$ cat src/rtl/bt656_capture_ctrl.sv
// bt656_capture_ctrl: frame-capture sequencer for a BT.656/DVP pixel stream.
// Arms on start, waits for a frame boundary, optionally skips frames, then
// forwards active pixels with SOF/EOL markers and reports the frame geometry.
module bt656_capture_ctrl #(
  parameter int   DW        = 10,
  parameter logic VSYNC_POL = 1'b1,
  parameter int   CNT_W     = 12,
  parameter int   SKIP_W    = 4
) (
  input  logic              clk_i,
  input  logic              rst_i,
  input  logic [DW-1:0]     st_data_i,
  input  logic              st_href_i,
  input  logic              st_vsync_i,
  input  logic              cfg_cont_i,
  input  logic [SKIP_W-1:0] cfg_skip_i,
  input  logic              start_i,
  input  logic              abort_i,
  output logic [DW-1:0]     m_data_o,
  output logic              m_valid_o,
  input  logic              m_ready_i,
  output logic              m_sof_o,
  output logic              m_eol_o,
  output logic              frame_done_o,
  output logic              busy_o,
  output logic [CNT_W-1:0]  lines_o,
  output logic [CNT_W-1:0]  ppl_o,
  output logic [15:0]       frame_cnt_o,
  output logic              line_err_o,
  output logic              ovf_o
);

  typedef enum logic [1:0] {IDLE, ARM, SKIP, CAPTURE} state_t;

  state_t            state_q, state_d;
  logic              vs_act, vs_act_q, fb;
  logic              frame_end, start_ok, take, line_end;
  logic [SKIP_W-1:0] skip_cnt;
  logic              sof_pend;
  logic              s1_vld, s1_sof, s2_vld, s2_sof;
  logic [DW-1:0]     s1_data, s2_data;
  logic [CNT_W-1:0]  pix_cnt, line_cnt, ref_ppl;
  logic [CNT_W-1:0]  lines_eff, ppl_eff;

  function automatic logic [CNT_W-1:0] sat_inc(input logic [CNT_W-1:0] v);
    return (&v) ? v : v + 1'b1;
  endfunction

  // Normalise VSYNC so 1 always means "in vertical blanking".
  assign vs_act = st_vsync_i ^ ~VSYNC_POL;
  assign fb     = vs_act & ~vs_act_q;

  // A pixel is taken only while capturing, HREF high and outside VSYNC.
  assign take     = (state_q == CAPTURE) & st_href_i & ~vs_act & ~abort_i;
  // Stage1 held a pixel and the current cycle brings none: captured HREF fell.
  assign line_end = (state_q == CAPTURE) & s1_vld & ~take & ~abort_i;
  assign start_ok = (state_q == IDLE) & start_i & ~abort_i;

  // Geometry as it stands once a line still open at this cycle is closed.
  assign lines_eff = line_end ? sat_inc(line_cnt) : line_cnt;
  assign ppl_eff   = (line_cnt != '0) ? ref_ppl : (line_end ? pix_cnt : '0);

  // VSYNC history for boundary detection.
  always_ff @(posedge clk_i or posedge rst_i) begin
    if (rst_i) vs_act_q <= 1'b0;
    else       vs_act_q <= vs_act;
  end

  // State register.
  always_ff @(posedge clk_i or posedge rst_i) begin
    if (rst_i) state_q <= IDLE;
    else       state_q <= state_d;
  end

  // Next-state logic; abort overrides every transition and suppresses the report.
  always_comb begin
    state_d   = state_q;
    frame_end = 1'b0;
    case (state_q)
      IDLE:    if (start_i) state_d = ARM;
      ARM:     if (fb) state_d = (cfg_skip_i == '0) ? CAPTURE : SKIP;
      SKIP:    if (fb && skip_cnt <= SKIP_W'(1)) state_d = CAPTURE;
      CAPTURE: if (fb) begin
                 frame_end = 1'b1;
                 if (!cfg_cont_i) state_d = IDLE;
               end
      default: state_d = IDLE;
    endcase
    if (abort_i) begin
      state_d   = IDLE;
      frame_end = 1'b0;
    end
  end

  // Frames still to discard; loaded at the arming boundary.
  always_ff @(posedge clk_i or posedge rst_i) begin
    if (rst_i)                         skip_cnt <= '0;
    else if (state_q == ARM && fb)     skip_cnt <= cfg_skip_i;
    else if (state_q == SKIP && fb)    skip_cnt <= skip_cnt - 1'b1;
  end

  // SOF is owed to the first pixel after every boundary that leads into capture.
  always_ff @(posedge clk_i or posedge rst_i) begin
    if (rst_i)                              sof_pend <= 1'b0;
    else if (abort_i)                       sof_pend <= 1'b0;
    else if (fb && state_d == CAPTURE)      sof_pend <= 1'b1;
    else if (take)                          sof_pend <= 1'b0;
  end

  // Two-stage output pipeline; abort empties it.
  always_ff @(posedge clk_i or posedge rst_i) begin
    if (rst_i) begin
      s1_vld  <= 1'b0;
      s1_sof  <= 1'b0;
      s1_data <= '0;
      s2_vld  <= 1'b0;
      s2_sof  <= 1'b0;
      s2_data <= '0;
    end else if (abort_i) begin
      s1_vld  <= 1'b0;
      s1_sof  <= 1'b0;
      s2_vld  <= 1'b0;
      s2_sof  <= 1'b0;
    end else begin
      s1_vld  <= take;
      s1_sof  <= take & sof_pend;
      s1_data <= st_data_i;
      s2_vld  <= s1_vld;
      s2_sof  <= s1_sof;
      s2_data <= s1_data;
    end
  end

  assign m_data_o  = s2_data;
  assign m_valid_o = s2_vld;
  assign m_sof_o   = s2_vld & s2_sof;
  assign m_eol_o   = s2_vld & ~s1_vld;
  assign busy_o    = (state_q != IDLE);

  // Per-frame pixel/line counters; every boundary starts a fresh frame.
  always_ff @(posedge clk_i or posedge rst_i) begin
    if (rst_i) begin
      pix_cnt  <= '0;
      line_cnt <= '0;
      ref_ppl  <= '0;
    end else if (abort_i || fb) begin
      pix_cnt  <= '0;
      line_cnt <= '0;
      ref_ppl  <= '0;
    end else begin
      if (take) pix_cnt <= sat_inc(pix_cnt);
      if (line_end) begin
        pix_cnt  <= '0;
        line_cnt <= sat_inc(line_cnt);
        if (line_cnt == '0) ref_ppl <= pix_cnt;
      end
    end
  end

  // Sticky line-length error; cleared when a new capture is armed.
  always_ff @(posedge clk_i or posedge rst_i) begin
    if (rst_i)                                                line_err_o <= 1'b0;
    else if (start_ok)                                        line_err_o <= 1'b0;
    else if (line_end && line_cnt != '0 && pix_cnt != ref_ppl) line_err_o <= 1'b1;
  end

  // Sticky overflow: a pixel was presented while downstream was not ready.
  always_ff @(posedge clk_i or posedge rst_i) begin
    if (rst_i)                        ovf_o <= 1'b0;
    else if (start_ok)                ovf_o <= 1'b0;
    else if (s2_vld && !m_ready_i)    ovf_o <= 1'b1;
  end

  // End-of-frame report.
  always_ff @(posedge clk_i or posedge rst_i) begin
    if (rst_i) begin
      frame_done_o <= 1'b0;
      lines_o      <= '0;
      ppl_o        <= '0;
      frame_cnt_o  <= '0;
    end else begin
      frame_done_o <= frame_end;
      if (frame_end) begin
        lines_o     <= lines_eff;
        ppl_o       <= ppl_eff;
        frame_cnt_o <= frame_cnt_o + 16'd1;
      end
    end
  end

endmodule

$ cat config.mk
export PLATFORM = sky130hd
export DESIGN_NAME = bt656_capture_ctrl
export DESIGN_NICKNAME = d
export VERILOG_FILES = /design/src/rtl/bt656_capture_ctrl.sv
export SDC_FILE = /design/constraint.sdc
export NUM_CORES = 1
export LEC_CHECK = 0
export ABC_AREA = 1
export CORE_MARGIN = 2
export CORE_UTILIZATION = 55
export DETAILED_ROUTE_END_ITERATION = 6
export PLACE_DENSITY_LB_ADDON = 0.1
export SYNTH_ARGS = -nofsm -noshare
export SYNTH_HDL_FRONTEND = slang
export SYNTH_SLANG_ARGS = --single-unit
$ cat constraint.sdc
create_clock -name clk_i -period 5.01 [get_ports clk_i]
set_input_delay 1.2525 -clock clk_i [delete_from_list [all_inputs] [get_ports clk_i]]
set_output_delay 1.2525 -clock clk_i [all_outputs]
set_load 0.01 [all_outputs]
======== Word level (Yosys, flattened, before mapping) ========
Cells that the tools add are included.
word-level totals
  flip-flop bits (word level) ............. 111
  bits of input ports ..................... 22
  output and inout port bits .............. 57
  logic and storage cells ................. 108
operators by class
  $add $sub $neg .......................... 4
  magnitude comparators ................... 1
  equal/unequal tests ..................... 6
  multiplexer cells ....................... 36
  bitwise logic cells ..................... 17
  reductions and logical operators ........ 25
operator list
  cell                     number
  $mux W12                 12
  $add A12 B1 Y12 const B  2
  $reduce_and A12 Y1       2
  $add A16 B1 Y16 const B  1
  $mux W1                  15
  $and A1 B1 Y1            12
  $logic_not A12 Y1        1
  $mux W2                  6
  $ne A12 B12 Y1           1
  $reduce_bool A12 Y1      1
  $reduce_bool A2 Y1       6
  $mux W4                  2
  $pmux W2 S4              1
  $logic_and A1 B1 Y1      7
  $eq A2 B2 Y1 const B     3
  $reduce_bool A3 Y1       2
  $not A1 Y1               5
  $le A4 B1 Y1 const B     1
  $logic_not A4 Y1         1
  $reduce_and A2 Y1        2
  $sub A4 B1 Y4 const B    1
  $ne A3 B3 Y1 const B     1
  $eq A2 B1 Y1 const B     1
  $logic_not A2 Y1         1
  2 further kinds          2

======== Depth between registers and ports, before layout ========
  depth in word-level cells ............... 11
  depth in mapped cells ................... 12
  mapped depth without buffers ............ 12

======== Worst setup path after synthesis ========
No wires, ideal clock.
  path kind ............................... input to register
  start ................................... input port abort_i
  end ..................................... register frame_cnt_o[9]
  library setup time ...................... 0.117 ns
  arrival ................................. 2.138 ns
  required time ........................... 4.893 ns
  path slack .............................. 2.755 ns
  stages .................................. 9
  cell sequence ........................... buf_6 -> inv_2 -> nand3_4 -> nor2_4 -> nand2_2 -> nor2_4 -> nand3_1 -> nand2_1 -> nand2_1
on the way
  cells in the longest elaborated chain, start to end .. 1
ends and longest elaborated chain
  element               RTL line  source
  start, declared       18        input logic abort_i,
  $mux W1               89        if (abort_i) begin
  end signal, assigned  186       frame_cnt_o <= frame_cnt_o + 16'd1;
  end, declared         28        output logic [15:0] frame_cnt_o,
No other way between the ends.
A chain may end at the register's enable or synchronous reset.

======== Worst setup path in the final report ========
  start ................................... input port abort_i
  end ..................................... register lines_o[10]
on the way
  cells in the longest elaborated chain, start to end .. 6
  elaborated cells on any way between the ends .. 7
ends and longest elaborated chain
  element                     RTL line  source
  $not A1 Y1                  54, 56
  $and A1 B1 Y1               54        assign take = (state_q == CAPTURE) & st_href_i & ~vs_act & ~abort_i;
  $not A1 Y1                  56        assign line_end = (state_q == CAPTURE) & s1_vld & ~take & ~abort_i;
  $and A1 B1 Y1 (2 in a row)  56
  $mux W12                    -
  end signal, assigned        184       lines_o <= lines_eff;
  end, declared               26        output logic [CNT_W-1:0] lines_o,
Several ways; a longest one is shown, not always the timed one.

==> metrics.md <==
| Metric | Value |
|---|---|
| Clock Latency Late Sink | 0.37 ns |
| P_int | 1.23 mW |
| Die X | 107 um |
| Syn_area_per_cell | 7.66 um^2 |
| Critical Path RT | 5.32 ns |
| Hold WS | 0.477 ns |
| Buf+Inv Stages, Crit Path | 3 |
| Worst vdd ir | 0.000196 V |
| Layout cells sized above 1 | 0.0713 |
| Synth async-reset ratio | 1.00 |
| Crit-path leading delay family | buffers and inverters |
| Count of final setup violators | 0 |
| Clock H-tree levels | 3 |
| Number of global-route vias before repair | 4805 |
| Min Tclk post-route | 2.94 ns |
| CTS Hold Bufs | 0 |
| Cell mode on critical path | inv_2 |
| Postcts setup bufs | 0 |
| Sequential-to-total area share from yosys stat | 0.479 |
| Clock Skews | 0.00690 ns |
| GRT Total Usage | 0.235 |
| Syn Std Cell Area | 5800 um^2 |
| DR WL/cell | 12.8 um |
| Buffers on Ports | 78 |
| Clock network fraction of total power | 0.294 |
| Max Fclk | 0.340 GHz |
| Cell Count, Final, Fillers Out | 964 |
| Largest net degree at the start of global routing | 59 |
| CP startpoint kind | primary input |
| Vias | 4823 |
| Drt via density | 5.00 |
| Critical path endpoint category | flip-flop |
| CP max FO | 37 |
| Crit-path cells | clkdlybuf4s50_1, inv_2, nand3_4, inv_2, nand3_1, nand2_1 |
| Initial Util | 0.564 |
| Worst R2R Start | line_cnt[0] |
| Kind of critical path | primary input to flip-flop |
| Post-route DRC | 0 |
| I/O pins | 79 |
| N_diodes | 0 |
| Slew at the pin with the worst max-slew slack | 0.720 ns |
| Fraction of the cycle the final worst path needs | 0.587 |
| Initial antenna violation count | 0 |
| Core area | 10300 um^2 |
| Syn Inst Count | 757 |
| Dpl hpwl | 8.95 mm |
| Clk slew on worst S/H paths | 0.10 ns |
| Post-synth net total | 785 |
| Max-slew violations | 0 |
| Final ANT Viol Nets | 0 |
| Worst hold-check path type | flip-flop to flip-flop |
| DR iter-0 viols | 311 |
| Most frequently used flop master after synthesis | dfrtp_1 |
| Longest Clk Path Bufs | 2 |
| Post-CTS resize count | 0 |
| Slowest CP cell | inv_2 |
| # placed instances | 948 |
| CTS sink count | 111 |
| Crit path DAT | 3.25 ns |
| Hold Path End | s2_sof |
| First-pass GRT wire length | 21.8 mm |
| Placer Congestion | 0.885 |
| Yosys reg bits | 111 |
| Post-synth cell types | 39 |
| Internal reg-to-reg setup slack | 3.05 ns |
| Grt ovf | 0 |
| Power share of the combinational group | 0.128 |
| Register share of total power | 0.578 |
| R2r endpoint | ref_ppl[6] |
| DIE HEIGHT | 107 um |
| Worst Hold Launch | s1_sof |
| Switch share | 0.269 |
| Leakage | 3.30 nW |
| CTS tree | built |
| Num CTS Buffers | 9 |
| Max cap viols | 0 |
| Most common cell after layout, fill and taps aside | nand2_1 |
| Relative slew slack | 0.520 |
| Unrepaired setup endpoints after global routing | no |
| Final hold vios | 0 |
| Warning count from the yosys run | 0 |
| Syn-to-layout area delta | 17.4% |
| Nets | 851 |
| Final wirelength | 12.3 mm |
| Die area | 11400 um^2 |
| Worst hold path cell count | 2 |
| Status | complete, no violations |
| Reg2Reg Depth | 9 |
| Critical Path Max Stage Delay | 0.53 ns |
| Sw power | 0.454 mW |
| Cell row count | 37 |
| PwrDens | 248 nW/um^2 |
| Highest-count cells in the layout ignoring fill and taps | nand2_1, dfrtp_1, clkdlybuf4s50_1 |
| Root buf cell | clkbuf_8 |
| Number of synthesized flops with an enable pin | 0 |
| DR pass1 iterations | 6 |
| Fin Setup TNS | 0 ns |
==> cell families (layout without fill, tap and decap cells) <==
family	count (synthesis)	in the layout	synth area share
AND/OR/NAND/NOR	458	458	0.348
flip-flops	111	111	0.479
AO/OA/AOI/OAI	53	53	0.0483
buffers and inverters	106	177	0.0771
XOR/XNOR	23	23	0.0348
adder cells (fa/ha/maj)	6	6	0.0130
==> registers in the layout (all words and copies together), names as in the netlist <==
name	flops
ppl_o	12
s1_vld	1
state_q	2
skip_cnt	4
lines_o	12
s2_sof	1
line_cnt	12
ref_ppl	12
frame_cnt_o	16
sof_pend	1
s1_data	10
line_err_o	1
pix_cnt	12
vs_act_q	1
frame_done_o	1
m_data_o	10
ovf_o	1
m_valid_o	1
s1_sof	1
==> power by group through the flow <==
stage | combinational [mW] | clock, mW | sequential [mW]
global route | 0.245 | 0.544 | 0.979
finish | 0.216 | 0.496 | 0.973
global placement | 0.210 | 0 | 0.989
detailed placement | 0.218 | 0 | 0.990
floorplan | 0.122 | 0 | 0.992
CTS | 0.219 | 0.506 | 0.973
==> worst reg2reg max path: stages, from the launching register on <==
cell     delay [ns]
dfrtp_1        0.41
inv_1          0.11
ha_1           0.15
nand3_1        0.09
nor2_2         0.15
nand2_2        0.28
nand2_1        0.17
nand2_2        0.27
nand2_1        0.15
o21ai_1        0.07
==> metrics by stage <==
stage	setup slack [ns]	total power, mW	util	instance area, um^2
floorplan	0.827	1.11	-	5800
global placement	1.75	1.20	0.645	6630
detailed placement	1.67	1.21	0.645	6630
CTS	2.07	1.70	0.662	6800
global route	1.91	1.77	0.662	6800
finish	2.07	1.68	0.662	6800
==> how the worst max path moves through the flow <==
stage	startpoint	end	depth (start not counted)
6_report	abort_i	lines_o[10]	6
5_1_grt	abort_i	lines_o[10]	6
3_5_place_dp	abort_i	lines_o[10]	6
4_1_cts	abort_i	lines_o[10]	6
3_3_place_gp	abort_i	frame_cnt_o[14]	5
2_1_floorplan	rst_i	frame_cnt_o[0]	1
==> per-layer routing <==
| metal | vias up | routed length [um] | GRT usage |
|---|---|---|---|
| li1 | 2476 | - | - |
| met1 | 2231 | 5670 | 0.314 |
| met2 | 105 | 5970 | 0.397 |
| met3 | 11 | 568 | 0.0456 |
| met4 | 0 | 109 | 0.0594 |
| met5 | - | 0 | 0 |
==> cell type report <==
cell class / instances / area, um^2
fill: 916 / 3470
clock buffer: 12 / 145
sequential: 111 / 2780
clock inverter: 4 / 31.3
multi-input combinational: 540 / 2570
timing repair buffer: 81 / 803
tap: 136 / 170
inverter: 80 / 304
==> Yosys cell counts (all sizes together) (2+ instances only) <==
library cell / number / area share
a21oi: 3 / 0.0026
inv: 78 / 0.051
clkbuf: 11 / 0.0073
nand2: 319 / 0.21
o211ai: 2 / 0.0026
dfrtp: 111 / 0.48
clkinv: 2 / 0.0015
buf: 15 / 0.018
nand3: 46 / 0.046
nor2: 66 / 0.060
nor3: 10 / 0.0095
xor2: 16 / 0.024
o21ai: 46 / 0.040
xnor2: 7 / 0.011
nand3b: 3 / 0.0039
ha: 6 / 0.013
nand4: 10 / 0.012
Note: power is estimated with default switching activity, not from simulation.
